**src/rtl/calc_pkg.sv**
```systemverilog
// rtl/calc_pkg.sv - shared types, constants and sizing helper for the calculator datapath
package calc_pkg;

   typedef enum logic [1:0] {IDLE, SHIFT, DONE} state_e;

   localparam int BCD_DIGIT_W = 4;

   // Decimal digits needed for a WIDTH-bit unsigned value: ceil(width * log10(2)).
   function automatic int min_digits(input int width);
      longint scaled;
      scaled = longint'(width) * 64'sd30103 + 64'sd99999;
      return int'(scaled / 64'sd100000);
   endfunction

endpackage

```
**src/rtl/bcd_digit_adj.sv**
```systemverilog
// rtl/bcd_digit_adj.sv - double-dabble digit correction: add 3 when the digit is 5 or more
module bcd_digit_adj
   import calc_pkg::*;
(
   input  logic [BCD_DIGIT_W-1:0] digit_i,
   output logic [BCD_DIGIT_W-1:0] digit_o
);

   assign digit_o = (digit_i >= BCD_DIGIT_W'(5)) ? digit_i + BCD_DIGIT_W'(3) : digit_i;

endmodule

```
**src/rtl/result_bcd_converter.sv**
```systemverilog
// rtl/result_bcd_converter.sv - sequential binary-to-BCD converter, one shift per clock
module result_bcd_converter
   import calc_pkg::*;
#(
   parameter int WIDTH  = 8,
   parameter int DIGITS = 3
) (
   input  logic                          clk,
   input  logic                          rst,
   input  logic                          in_valid,
   output logic                          in_ready,
   input  logic [WIDTH-1:0]              value,
   input  logic                          signed_mode,
   input  logic                          ovr_in,
   output logic                          out_valid,
   output logic [BCD_DIGIT_W*DIGITS-1:0] bcd,
   output logic                          neg,
   output logic                          err
);

   localparam int CNT_W = $clog2(WIDTH + 1);
   localparam int BCD_W = BCD_DIGIT_W * DIGITS;

   if (DIGITS < min_digits(WIDTH)) begin : g_digits_check
      $error("result_bcd_converter: DIGITS too small for WIDTH");
   end

   state_e               state_q;
   logic [CNT_W-1:0]     cnt_q;
   logic [WIDTH-1:0]     mag_q;
   logic [BCD_W-1:0]     scratch_q;
   logic                 neg_r_q;
   logic                 err_r_q;
   logic [BCD_W-1:0]     bcd_q;
   logic                 neg_q;
   logic                 err_q;
   logic                 out_valid_q;

   logic                 neg_in_d;
   logic [WIDTH-1:0]     mag_in_d;
   logic [BCD_W-1:0]     scratch_adj_d;
   logic [BCD_W+WIDTH-1:0] shift_d;

   assign neg_in_d = signed_mode & value[WIDTH-1];
   // Two's-complement negate; the most negative value maps onto its own magnitude.
   assign mag_in_d = neg_in_d ? (~value + WIDTH'(1)) : value;

   for (genvar i = 0; i < DIGITS; i++) begin : g_adj
      bcd_digit_adj u_adj (
         .digit_i (scratch_q[i*BCD_DIGIT_W +: BCD_DIGIT_W]),
         .digit_o (scratch_adj_d[i*BCD_DIGIT_W +: BCD_DIGIT_W])
      );
   end

   assign shift_d = {scratch_adj_d, mag_q} << 1;

   always_ff @(posedge clk) begin
      if (rst) begin
         state_q     <= IDLE;
         cnt_q       <= '0;
         mag_q       <= '0;
         scratch_q   <= '0;
         neg_r_q     <= 1'b0;
         err_r_q     <= 1'b0;
         bcd_q       <= '0;
         neg_q       <= 1'b0;
         err_q       <= 1'b0;
         out_valid_q <= 1'b0;
      end else begin
         out_valid_q <= 1'b0;
         case (state_q)
            IDLE: begin
               if (in_valid) begin
                  mag_q     <= mag_in_d;
                  neg_r_q   <= neg_in_d;
                  err_r_q   <= ovr_in;
                  scratch_q <= '0;
                  cnt_q     <= CNT_W'(WIDTH);
                  state_q   <= SHIFT;
               end
            end
            SHIFT: begin
               scratch_q <= shift_d[BCD_W+WIDTH-1:WIDTH];
               mag_q     <= shift_d[WIDTH-1:0];
               cnt_q     <= cnt_q - CNT_W'(1);
               if (cnt_q == CNT_W'(1)) begin
                  state_q <= DONE;
               end
            end
            DONE: begin
               bcd_q       <= scratch_q;
               neg_q       <= neg_r_q;
               err_q       <= err_r_q;
               out_valid_q <= 1'b1;
               state_q     <= IDLE;
            end
            default: state_q <= IDLE;
         endcase
      end
   end

   // Held low during reset so upstream never sees a ready it cannot use.
   assign in_ready  = (state_q == IDLE) && !rst;
   assign out_valid = out_valid_q;
   assign bcd       = bcd_q;
   assign neg       = neg_q;
   assign err       = err_q;

endmodule

```
**config.mk**
```make
export PLATFORM = sky130hd
export DESIGN_NAME = result_bcd_converter
export DESIGN_NICKNAME = d
export VERILOG_FILES = /design/src/rtl/calc_pkg.sv /design/src/rtl/bcd_digit_adj.sv /design/src/rtl/result_bcd_converter.sv
export SDC_FILE = /design/constraint.sdc
export NUM_CORES = 1
export LEC_CHECK = 0
export CAP_MARGIN = 20
export CORE_MARGIN = 3
export CORE_UTILIZATION = 25
export DETAILED_ROUTE_END_ITERATION = 8
export SKIP_LAST_GASP = 1
export SYNTH_ARGS = -nofsm -noshare
export SYNTH_HDL_FRONTEND = slang
export SYNTH_SLANG_ARGS = --single-unit
```
**constraint.sdc**
```tcl
create_clock -name clk -period 1.34 [get_ports clk]
set_input_delay 0.134 -clock clk [delete_from_list [all_inputs] [get_ports clk]]
set_output_delay 0.134 -clock clk [all_outputs]
set_load 0.005 [all_outputs]
```
After elaboration in Yosys (flattened, before gate mapping)
Cells that the tools add are included.

cells by class
  add/subtract/negate cells = 5
  magnitude comparators = 3
  equality and inequality tests = 5
  mux-type cells = 14
  bitwise operators = 2
  reduce and logical (&&, ||, !) cells = 7

operators by type and width
  cell                 count
  $pmux 12 s2          1
  $mux 8               2
  $pmux 8 s2           1
  $ge 4x3->1 const B   3
  $mux 12              1
  $mux 4               3
  $add 4x2->4 const B  2
  $add 8x1->8 const B  1
  $not 8->8            1
  $pmux 4 s2           1
  $reduce_and 2->1     3
  $eq 4x1->1 const B   1
  $mux 2               2
  $ne 2x2->1 const B   2
  $pmux 2 s2           1
  $sub 4x1->4 const B  1
  $add 3x2->3 const B  1
  $mux 3               1
  $eq 2x1->1 const B   1
  $eq 2x2->1 const B   1
  $logic_not 2->1      1
  $reduce_bool 2->1    1
  $and 1x1->1          1
  $logic_and 1x1->1    1
  2 further kinds      2

word-level totals
  register bits = 43
  input bits = 13
  word-level logic and storage cells = 46

Longest topological paths before layout
Gate-level depths: netlist of run 1.

  depth after elaboration = 5
  mapped depth = 6
  mapped depth without buffers = 6

Hierarchy
A second synthesis of run 1 with hierarchy kept.

unflattened totals
  cells, all modules = 231
  area total of the unflattened synthesis = 1998.2 um^2

modules (own cells, without submodules)
  module                times used  cells each  area an instance (um^2)
  result_bcd_converter  1           183         1694.1
  bcd_digit_adj         3           16          101.3

Worst setup path after synthesis of run 1
OpenSTA, ideal clock, no wires.

  kind = reg-to-reg
  start = reg scratch_q[1]
  end = reg scratch_q[2]
  library setup time = 0.117 ns
  arrival time = 1.232 ns
  required time = 1.223 ns
  path slack = -0.009 ns
  stages on the path, launching flop included = 7
  path buffers = 0
  clock period less this slack = 1.349 ns
  cell sequence = dfxtp_1 > inv_1 > ha_1 > nand2b_1 > a21oi_1 > mux2i_1 > a22o_1

between the ends
  longest elaborated chain between the ends = 3
  elaborated cells on any way between the ends = 4
  classes of those cells = add/sub: 1; order compare: 1; mux: 2

RTL lines
  what                                              RTL line                    text
  start, declared                                   result_bcd_converter.sv:31  logic [BCD_W-1:0] scratch_q;
  start signal, assigned                            result_bcd_converter.sv:83  scratch_q <= shift_d[BCD_W+WIDTH-1:WIDTH];
  $add 4x2->4 / $ge 4x3->1 (equally long branches)  bcd_digit_adj.sv:9          assign digit_o = (digit_i >= BCD_DIGIT_W'(5)) ? digit_i + BCD_DIGIT_W'(3) : digit_i;
  $mux 4 *                                          bcd_digit_adj.sv:9
  $pmux 12 s2 *                                     result_bcd_converter.sv:71  case (state_q)

Mark *: on every way between the ends. The rest lies on a longest branch, timed or not.
A chain may end at the register's enable or synchronous reset.

Final worst setup path of run 1
  start = in value[1]
  end = reg mag_q[7]

between the ends
  longest elaborated chain between the ends = 5

RTL lines
  what                  RTL line                    text
  start, declared       result_bcd_converter.sv:12  input logic [WIDTH-1:0] value,
  $not 8->8             result_bcd_converter.sv:46  assign mag_in_d = neg_in_d ? (~value + WIDTH'(1)) : value;
  $add 8x1->8           result_bcd_converter.sv:46
  $mux 8                result_bcd_converter.sv:46
  $mux 8                result_bcd_converter.sv:73  if (in_valid) begin
  $pmux 8 s2            result_bcd_converter.sv:71
  end signal, assigned  result_bcd_converter.sv:74  mag_q <= mag_in_d;
  end signal, assigned  result_bcd_converter.sv:84  mag_q <= shift_d[WIDTH-1:0];
  end, declared         result_bcd_converter.sv:30  logic [WIDTH-1:0] mag_q;

Every way passes these cells. The select of a mux whose other input is x is not followed.

==> results.md, run 1 <==
- R2R setup slack: roughly 0.055 ns
- Port bufs: 28
- Hold Vio Cnt, Final: 0
- Share of cells above drive strength 1: between 20% and 30%
- Fin Clk Skew: 0.00938 ns
- Clk root buf: clkbuf_8
- Fill count: about 750
- Crit path from: value[1]
- Htree depth: 2
- Clock-pin slew on the worst setup and hold paths: 0.08 ns
- Arr. time, crit path: 1.50 ns
- Wire per inst: 11.7 um
- DRC violations left: 0
- Total power: approximately 2.5 mW
- Clock tree buffer depth: 2
- Reg2Reg Depth: 6
- Post-synthesis sequential area ratio: 44.9%
- HP Class: in -> reg
- TritonCTS clock tree: done
- Slew Viols, Final: 0
- Crit-path max FO: 3
- Mapped Nets: 248
- Ports: 29
- Drt total wl: around 4500 um
- Tmin final: 1.28 ns
- Setup WS post-layout: roughly 0.055 ns
- Mean post-synth cell area: 8.48 um2
- Post-synth cell types: 33
- Area of the core: 7330 um2
- Hold Buf Count CTS: 0
- Vias post-DR: 1716
- Hold Path Cell Cnt: 3
- Crit path kind: in -> reg
- Commonest cells after routing, fill and taps aside: nand2_1 (41), dfxtp_1 (36), buf_4 (36), a21oi_1 (24), clkdlybuf4s50_1 (24)
- Final net count: between 300 and 400
- CTS buffer count: 5
- Die area: ~9000 um2
- End of the worst hold path: mag_q[0]
- Lkg Pwr: slightly above 1 nW
- Post-Syn Area: around 1900 um2
- #FFs+latches synth: 43
- Syn-to-layout area delta: 42.1%
- Tcrit/Tclk final: between 90% and 100%
- First-pass GRT wire length: 7650 um
- Routability congestion estimate: ~0.8
- Largest net degree at the start of global routing: 19
- Worst slew pin tran: about 0.39 ns
- Sum Neg Setup Slack: 0 ns
- Starting Density: 26.1%
- Hold slack: 0.302 ns
- DP Cell Count: 379
- Headroom to the max-slew limit: between 70% and 80%
- Most common cell after layout, fill and taps aside: nand2_1
- Crit start category: input pin
- Total gr overflow: 0
- RSZ-0062 raised after global routing: true
- Die Span X: approximately 94 um
- Std cell rows: 31
- Worst EP required: about 1.6 ns
- Die Span Y: just over 90 um
- Detailed-placement wirelength estimate: roughly 3300 um
- Clock latency on the worst-skew pair: 0.28 ns
- PD cells: between 900 and 1000 nW/um2
- Routed Antenna Nets: 0
- 1st-iter DRT viols: 48
- Max Cap Viol: 0
- Routed vias/inst: roughly 4.4
- RR Startpoint: scratch_q[0]
- Status: finished clean
- CTS sink count: 43
- Reg2reg end: scratch_q[4]
- Final std cells w/o fill: around 390
- Initial antenna violation count: 0
- Worst Hold Launch: value[0]
- Max Clock Freq: 0.779 GHz
- All-Layer GR Usage: roughly a tenth
- Synth warn: 0
- Maximum vdd drop: between 0.4 and 0.5 mV
- Vias in the first global route: approximately 1700
- Antenna diodes: 0
- Final setup vio count: 0
- Worst slack at placement: -0.411 ns
- DR pass1 iterations: 4
- Gate Count Post-Synth: 226
- Critical Path Sink Type: flop
## timing repair
item,4_1_cts,5_1_grt
resized for setup,9,23
setup endpoints to repair,14,21
setup buffers,0,0
pin swaps,4,7
## area by class of cell
| type | count | area (um2) | share of cell area [%] |
|---|---|---|---|
| Clock inverter | 1 | 5.00 | 0.184 |
| Inverter | 10 | 37.5 | 1.38 |
| Clock buffer | 7 | 76.3 | 2.80 |
| Multi-Input combinational cell | 163 | 1060 | 39.0 |
| Tap cell | 99 | 124 | 4.55 |
| Sequential cell | 43 | 872 | 32.0 |
| Timing Repair Buffer | 64 | 546 | 20.0 |
## routing by layer
layer  global-route usage, %  vias to the layer above  part of all wire, %
met5                       0                        -                    0
met3                    2.49                        2                  3.9
met1                    13.9                      789                   48
met4                    1.44                        0                 0.27
met2                    18.3                       26                   48
li1                        -                      899                    -
## cells in the mapped netlist (all sizes together)
cell type  count  share of area (%)
dfxtp         43                 45
nand2         41                8.0
a21oi         29                7.6
inv           10                2.0
clkbuf         9                1.8
ha             9                5.9
nor2           9                1.8
nand3          8                2.1
xnor2          7                3.2
a22o           6                2.7
o21ai          6                1.6
a22oi          5                2.0
nand2b         5                1.6
o22ai          5                1.6
nor3           4                1.0
or3            4                1.6
xor2           4                1.8
mux2i          3                1.6
nor2b          3               0.98
a222oi         2                1.0
a31oi          2               0.65
and2           2               0.65
buf            1               0.20
mux2           1               0.59
nand3b         1               0.39
nor3b          1               0.39
nor4           1               0.33
o21bai         1               0.39
o311ai         1               0.46
o31a           1               0.46
o31ai          1               0.39
or2            1               0.33
## cells by family after synthesis
| family | after synthesis | share of synthesized area (%) |
|---|---|---|
| XOR/XNOR | 11 | 5.03 |
| flip-flops | 43 | 44.9 |
| adder cells (fa/ha/maj) | 9 | 5.88 |
| buffers and inverters | 20 | 3.92 |
| AND/OR/NAND/NOR | 80 | 19.2 |
| AO/OA/AOI/OAI | 59 | 18.9 |
| multiplexers | 4 | 2.16 |
## power breakdown
group	internal [mW]	switching [mW]
Sequential	1.33	0.0342
Clock	0.366	0.413
Combinational	0.189	0.203
## sequential cells by signal, summed over array words and instances (netlist names)
register and count:
scratch_q 12, cnt_q 4, state_q 2, err 1, bcd 12, neg 1, mag_q 8, out_valid 1
err_r_q 1, neg_r_q 1
## critical path, stage by stage
cell and delay [ns]:
dlygate4sd2_1 0.26, or3_4 0.39, or3_1 0.35, o31a_1 0.24
o22ai_1 0.13
## stage by stage
stage	utilization (%)	area (um2)
CTS	36.1	2650
finish	37.1	2720
floorplan	-	1920
detailed placement	34.9	2560
global route	37.1	2720
global placement	34.9	2560
## how the worst max path moves through the flow
stage / to / cells past startpoint / slack (ns)
floorplan: scratch_q[10] / 6 / 0.04
global route: cnt_q[2] / 5 / -0.04
CTS: scratch_q[2] / 6 / 0.006
finish: mag_q[7] / 5 / 0.06
detailed placement: mag_q[7] / 5 / -0.41
global placement: mag_q[7] / 5 / -0.40
No activity file was read; power rests on OpenSTA's default activity.
==> run 2, diff against run 1 <==
--- a/config.mk
+++ b/config.mk
@@ -5,10 +5,10 @@
 export SDC_FILE = /design/constraint.sdc
 export NUM_CORES = 1
 export LEC_CHECK = 0
-export CAP_MARGIN = 20
 export CORE_MARGIN = 3
 export CORE_UTILIZATION = 25
 export DETAILED_ROUTE_END_ITERATION = 8
+export SKIP_CTS_REPAIR_TIMING = 1
 export SKIP_LAST_GASP = 1
 export SYNTH_ARGS = -nofsm -noshare
 export SYNTH_HDL_FRONTEND = slang
==> results.md, run 2 (synthesis gave the netlist of run 1 again) <==
- Clk root buf: clkbuf_8
- CTS buffer count: 5
- Antenna diodes: 0
- Area of the multi-input gates: between 1000 and 1500 um2
- Finished Cell Area: 2750 um2
- Die area: between 8000 and 9000 um2
- Status: finished clean
- Area of the core: around 7300 um2
- Tcrit/Tclk final: between 90 and 100%
- Headroom to the max-slew limit: between 70% and 80%
- Crit path from: scratch_q[4]
- Crit start category: flop
- Clock-pin slew on the worst setup and hold paths: ~0.080 ns
- Final setup vio count: 0
- Vias in the first global route: about 1700
- TritonCTS clock tree: done
- Crit path kind: reg -> reg
- Die Span X: 93.5 um
- Clock tree buffer depth: 2
- Max Cap Viol: 0
- Initial antenna violation count: 0
- Sum Neg Setup Slack: 0 ns
- DP Area: roughly 2600 um2
- Routability congestion estimate: between 0.8 and 0.9
- All-Layer GR Usage: between 10% and 20%
- Reg2reg end: scratch_q[8]
- Port bufs: 28
- Ports: 29
- Fill count: between 700 and 800
- Hold Vio Cnt, Final: 0
- 1st-iter DRT viols: between 60 and 70
- Routed Antenna Nets: 0
- Vias post-DR: ~1700
- Crit-path max FO: 4
- Maximum vdd drop: about 0.42 mV
- Wire per inst: ~12 um
- Critical path destination: scratch_q[8]
- Die Span Y: a little over 90 um
- Syn-to-layout area delta: 43.3%
- Total gr overflow: 0
- DR pass1 iterations: 4
- Reg2Reg Depth: 6
- CTS sink count: 43
- DP Cell Count: roughly 380
- Commonest cells after routing, fill and taps aside: nand2_1 (41), dfxtp_1 (35), buf_4 (35), a21oi_1 (25), clkdlybuf4s50_1 (24)
- DRC violations left: 0
- Final std cells w/o fill: approximately 390
- Worst slew pin tran: around 0.38 ns
- Most common cell after layout, fill and taps aside: nand2_1
- Hold slack: 0.195 ns
- Starting Density: a little over a quarter
- Routed vias/inst: ~4.5
- Largest net degree at the start of global routing: 19
- Final net count: a little over 300
- Max Clock Freq: 0.781 GHz
- Detailed-placement wirelength estimate: approximately 3300 um
- RR Startpoint: scratch_q[4]
- PD cells: between 900 and 1000 nW/um2
- R2R setup slack: 0.06 ns
- Lkg Pwr: ~1.0 nW
- HP Class: in -> reg
- First-pass GRT wire length: 7610 um
- Std cell rows: 31
- Fin Clk Skew: a little under 0.008 ns
- Htree depth: 2
- Tmin final: roughly 1.3 ns
- Arr. time, crit path: about 1.5 ns
- Share of cells above drive strength 1: 24.3%
- Register Area: approximately 880 um2
- Clock latency on the worst-skew pair: 0.28 ns
- Drt total wl: roughly 4500 um
- Fin util: about 37%
- Worst EP required: roughly 1.6 ns
- Slew Viols, Final: 0
- Critical Path Sink Type: flop
## run 2: cell types whose count changed in the layout (fill, tap and decap cells not counted), sizes merged
| cell | delta |
|---|---|
| dlymetal6s2s | +4 |
| dlygate4sd2 | -4 |
## run 2: power by group
group / switching, mW / total [mW] / internal [mW]
clock: 0.408 / 0.774 / 0.366
sequential: 0.0342 / 1.36 / 1.33
combinational: 0.205 / 0.401 / 0.196
## run 2: area by class of cell
class | instances | area share [%]
clock inverter | 1 | 0.182
inverter | 10 | 1.37
timing repair buffer | 64 | 20.6
sequential | 43 | 31.9
multi-input combinational | 163 | 38.7
clock buffer | 7 | 2.78
tap | 99 | 4.51
## run 2: per-layer routing
layer,up-vias,track usage [%],part of all wire (%)
met5,-,0,0
met4,0,1.68,0.59
met3,4,2.57,3.7
met2,30,18.2,48
met1,790,13.6,47
li1,899,-,-
## run 2: worst min-delay path by stage
stage                   from       end  slack, ns  cells past startpoint
floorplan             ovr_in   err_r_q       0.27                      2
global placement      bcd[2]    bcd[2]       0.44                      2
detailed placement    bcd[2]    bcd[2]       0.45                      2
CTS                   ovr_in   err_r_q       0.39                      3
global route        value[0]  mag_q[0]       0.19                      3
finish              value[0]  mag_q[0]       0.19                      3
## run 2: critical path, cell delays in order (launching register included)
cell and delay [ns]:
dfxtp_2 0.36, inv_1 0.06, ha_2 0.21, nand2b_4 0.07, a21oi_4 0.06, or3_1 0.33, a21oi_2 0.12
## run 2: metrics by stage
| stage | total power [mW] | setup slack, ns |
|---|---|---|
| finish | 2.54 | 0.0599 |
| global route | 2.69 | -0.00795 |
| CTS | 2.57 | -0.297 |
| detailed placement | 1.78 | -0.411 |
| global placement | 1.78 | -0.395 |
| floorplan | 1.59 | 0.0377 |
==> run 3, diff against run 2 <==
--- a/config.mk
+++ b/config.mk
@@ -5,9 +5,12 @@
 export SDC_FILE = /design/constraint.sdc
 export NUM_CORES = 1
 export LEC_CHECK = 0
+export ABC_CLOCK_PERIOD_IN_PS = 1340
 export CORE_MARGIN = 3
-export CORE_UTILIZATION = 25
+export CORE_UTILIZATION = 48
+export CTS_CLUSTER_DIAMETER = 150
 export DETAILED_ROUTE_END_ITERATION = 8
+export PLACE_DENSITY = 0.75
 export SKIP_CTS_REPAIR_TIMING = 1
 export SKIP_LAST_GASP = 1
 export SYNTH_ARGS = -nofsm -noshare
==> results.md, run 3 (synthesis gave the netlist of run 1 again) <==
- Reg2reg end: scratch_q[8]
- TritonCTS clock tree: done
- Status: finished clean
- Max Clock Freq: about 0.77 GHz
- Finished Cell Area: between 2000 and 3000 um2
- Sum Neg Setup Slack: 0 ns
- Port bufs: 28
- DRC violations left: 0
- Hold Path Cell Cnt: 3
- Detailed-placement wirelength estimate: 3070 um
- Largest net degree at the start of global routing: 34
- Tcrit/Tclk final: between 90% and 100%
- First-pass GRT wire length: roughly 7000 um
- RR Startpoint: scratch_q[4]
- Wire per inst: between 10 and 15 um
- Initial antenna violation count: 0
- Area of the core: ~3700 um2
- Die Span Y: 69.2 um
- R2R setup slack: approximately 0.036 ns
- Final setup vio count: 0
- CTS sink count: 43
- DP Area: between 2000 and 3000 um2
- DP Cell Count: 330
- Crit path kind: reg -> reg
- Routed vias/inst: 5.07
- Crit-path max FO: 6
- Setup WS post-layout: between 0.03 and 0.04 ns
- Final net count: 312
- HP Class: in -> reg
- Arr. time, crit path: roughly 1.5 ns
- Reg2Reg Depth: 6
- CTS buffer count: 5
- Most common cell after layout, fill and taps aside: nand2_1
- 1st-iter DRT viols: 95
- Maximum vdd drop: 0.917 mV
- Routed Antenna Nets: 0
- Fill count: just under 300
- Worst Hold Launch: value[0]
- Critical Path Sink Type: flop
- Routability congestion estimate: around 0.8
- Final std cells w/o fill: roughly 340
- DR pass1 iterations: 4
- End of the worst hold path: mag_q[0]
- Headroom to the max-slew limit: about three quarters
- Fin Clk Skew: about 0.0048 ns
- Max Cap Viol: 0
- Clock latency on the worst-skew pair: roughly 0.30 ns
- Worst slew pin tran: 0.380 ns
- Htree depth: 2
- Ports: 29
- Starting Density: between 50 and 60%
- Total power: about 2.8 mW
- Worst slack at placement: -0.426 ns
- Clk root buf: clkbuf_8
- Slew Viols, Final: 0
- Vias post-DR: ~1700
- PD cells: 1020 nW/um2
- All-Layer GR Usage: 17.8%
- RSZ-0062 raised after global routing: true
- Die area: between 4000 and 5000 um2
- Lkg Pwr: about 1.1 nW
- Crit start category: flop
- Worst EP required: roughly 1.6 ns
- Vias in the first global route: 1633
- Total gr overflow: 0
- Share of cells above drive strength 1: about a quarter
- Clock tree buffer depth: 2
- Clock-pin slew on the worst setup and hold paths: 0.08 ns
- Hold Vio Cnt, Final: 0
- Drt total wl: 4300 um
- Std cell rows: 22
- Tmin final: about 1.3 ns
- Die Span X: roughly 69 um
- Antenna diodes: 0
- Commonest cells after routing, fill and taps aside: nand2_1 (41), buf_4 (39), dfxtp_1 (36), a21oi_1 (25), clkdlybuf4s50_1 (24)
- Syn-to-layout area delta: 42.4%
[run 3: worst max-delay path, stage by stage (launching register included)]
cell	delay, ns
dfxtp_4	0.38
inv_1	0.05
ha_1	0.23
nand2b_4	0.09
a21oi_4	0.06
or3_1	0.31
a21oi_1	0.13
[run 3: cell type report]
| class | count | area, um2 | area share [%] |
|---|---|---|---|
| multi-input cells | 163 | 1060 | 38.8 |
| flip-flops and latches | 43 | 877 | 32.2 |
| repair buffers | 67 | 583 | 21.4 |
| clock buffers | 5 | 68.8 | 2.52 |
| well taps | 48 | 60.1 | 2.20 |
| clock inverters | 3 | 43.8 | 1.61 |
| inverters | 10 | 37.5 | 1.38 |
[run 3: metrics by stage]
stage	hold slack, ns	util (%)
2_1_floorplan	0.270	-
3_3_place_gp	0.441	67.1
3_5_place_dp	0.446	67.1
4_1_cts	0.369	70.1
5_1_grt	0.214	72.9
6_report	0.184	72.9
[run 3: how the worst max path moves through the flow]
stage                    end          from  depth (start not counted)
4_1_cts             in_ready    state_q[1]                          2
6_report        scratch_q[8]  scratch_q[4]                          6
2_1_floorplan  scratch_q[10]  scratch_q[9]                          6
3_3_place_gp        mag_q[7]      value[1]                          5
5_1_grt        scratch_q[11]  scratch_q[8]                          6
3_5_place_dp        mag_q[7]      value[1]                          5
[run 3: where the power goes]
group	internal [mW]	total [mW]	switching, mW
Clock	0.555	1.01	0.452
Sequential	1.32	1.37	0.0448
Combinational	0.214	0.416	0.202
Total	2.09	2.79	0.699
[run 3: routing by layer]
layer | vias to the layer above | GRT usage, % | wire, um
li1 | 914 | - | -
met1 | 767 | 21.6 | 1950
met2 | 33 | 29.1 | 2120
met3 | 6 | 5.22 | 168
met4 | 0 | 7.81 | 55
met5 | - | 0 | 0
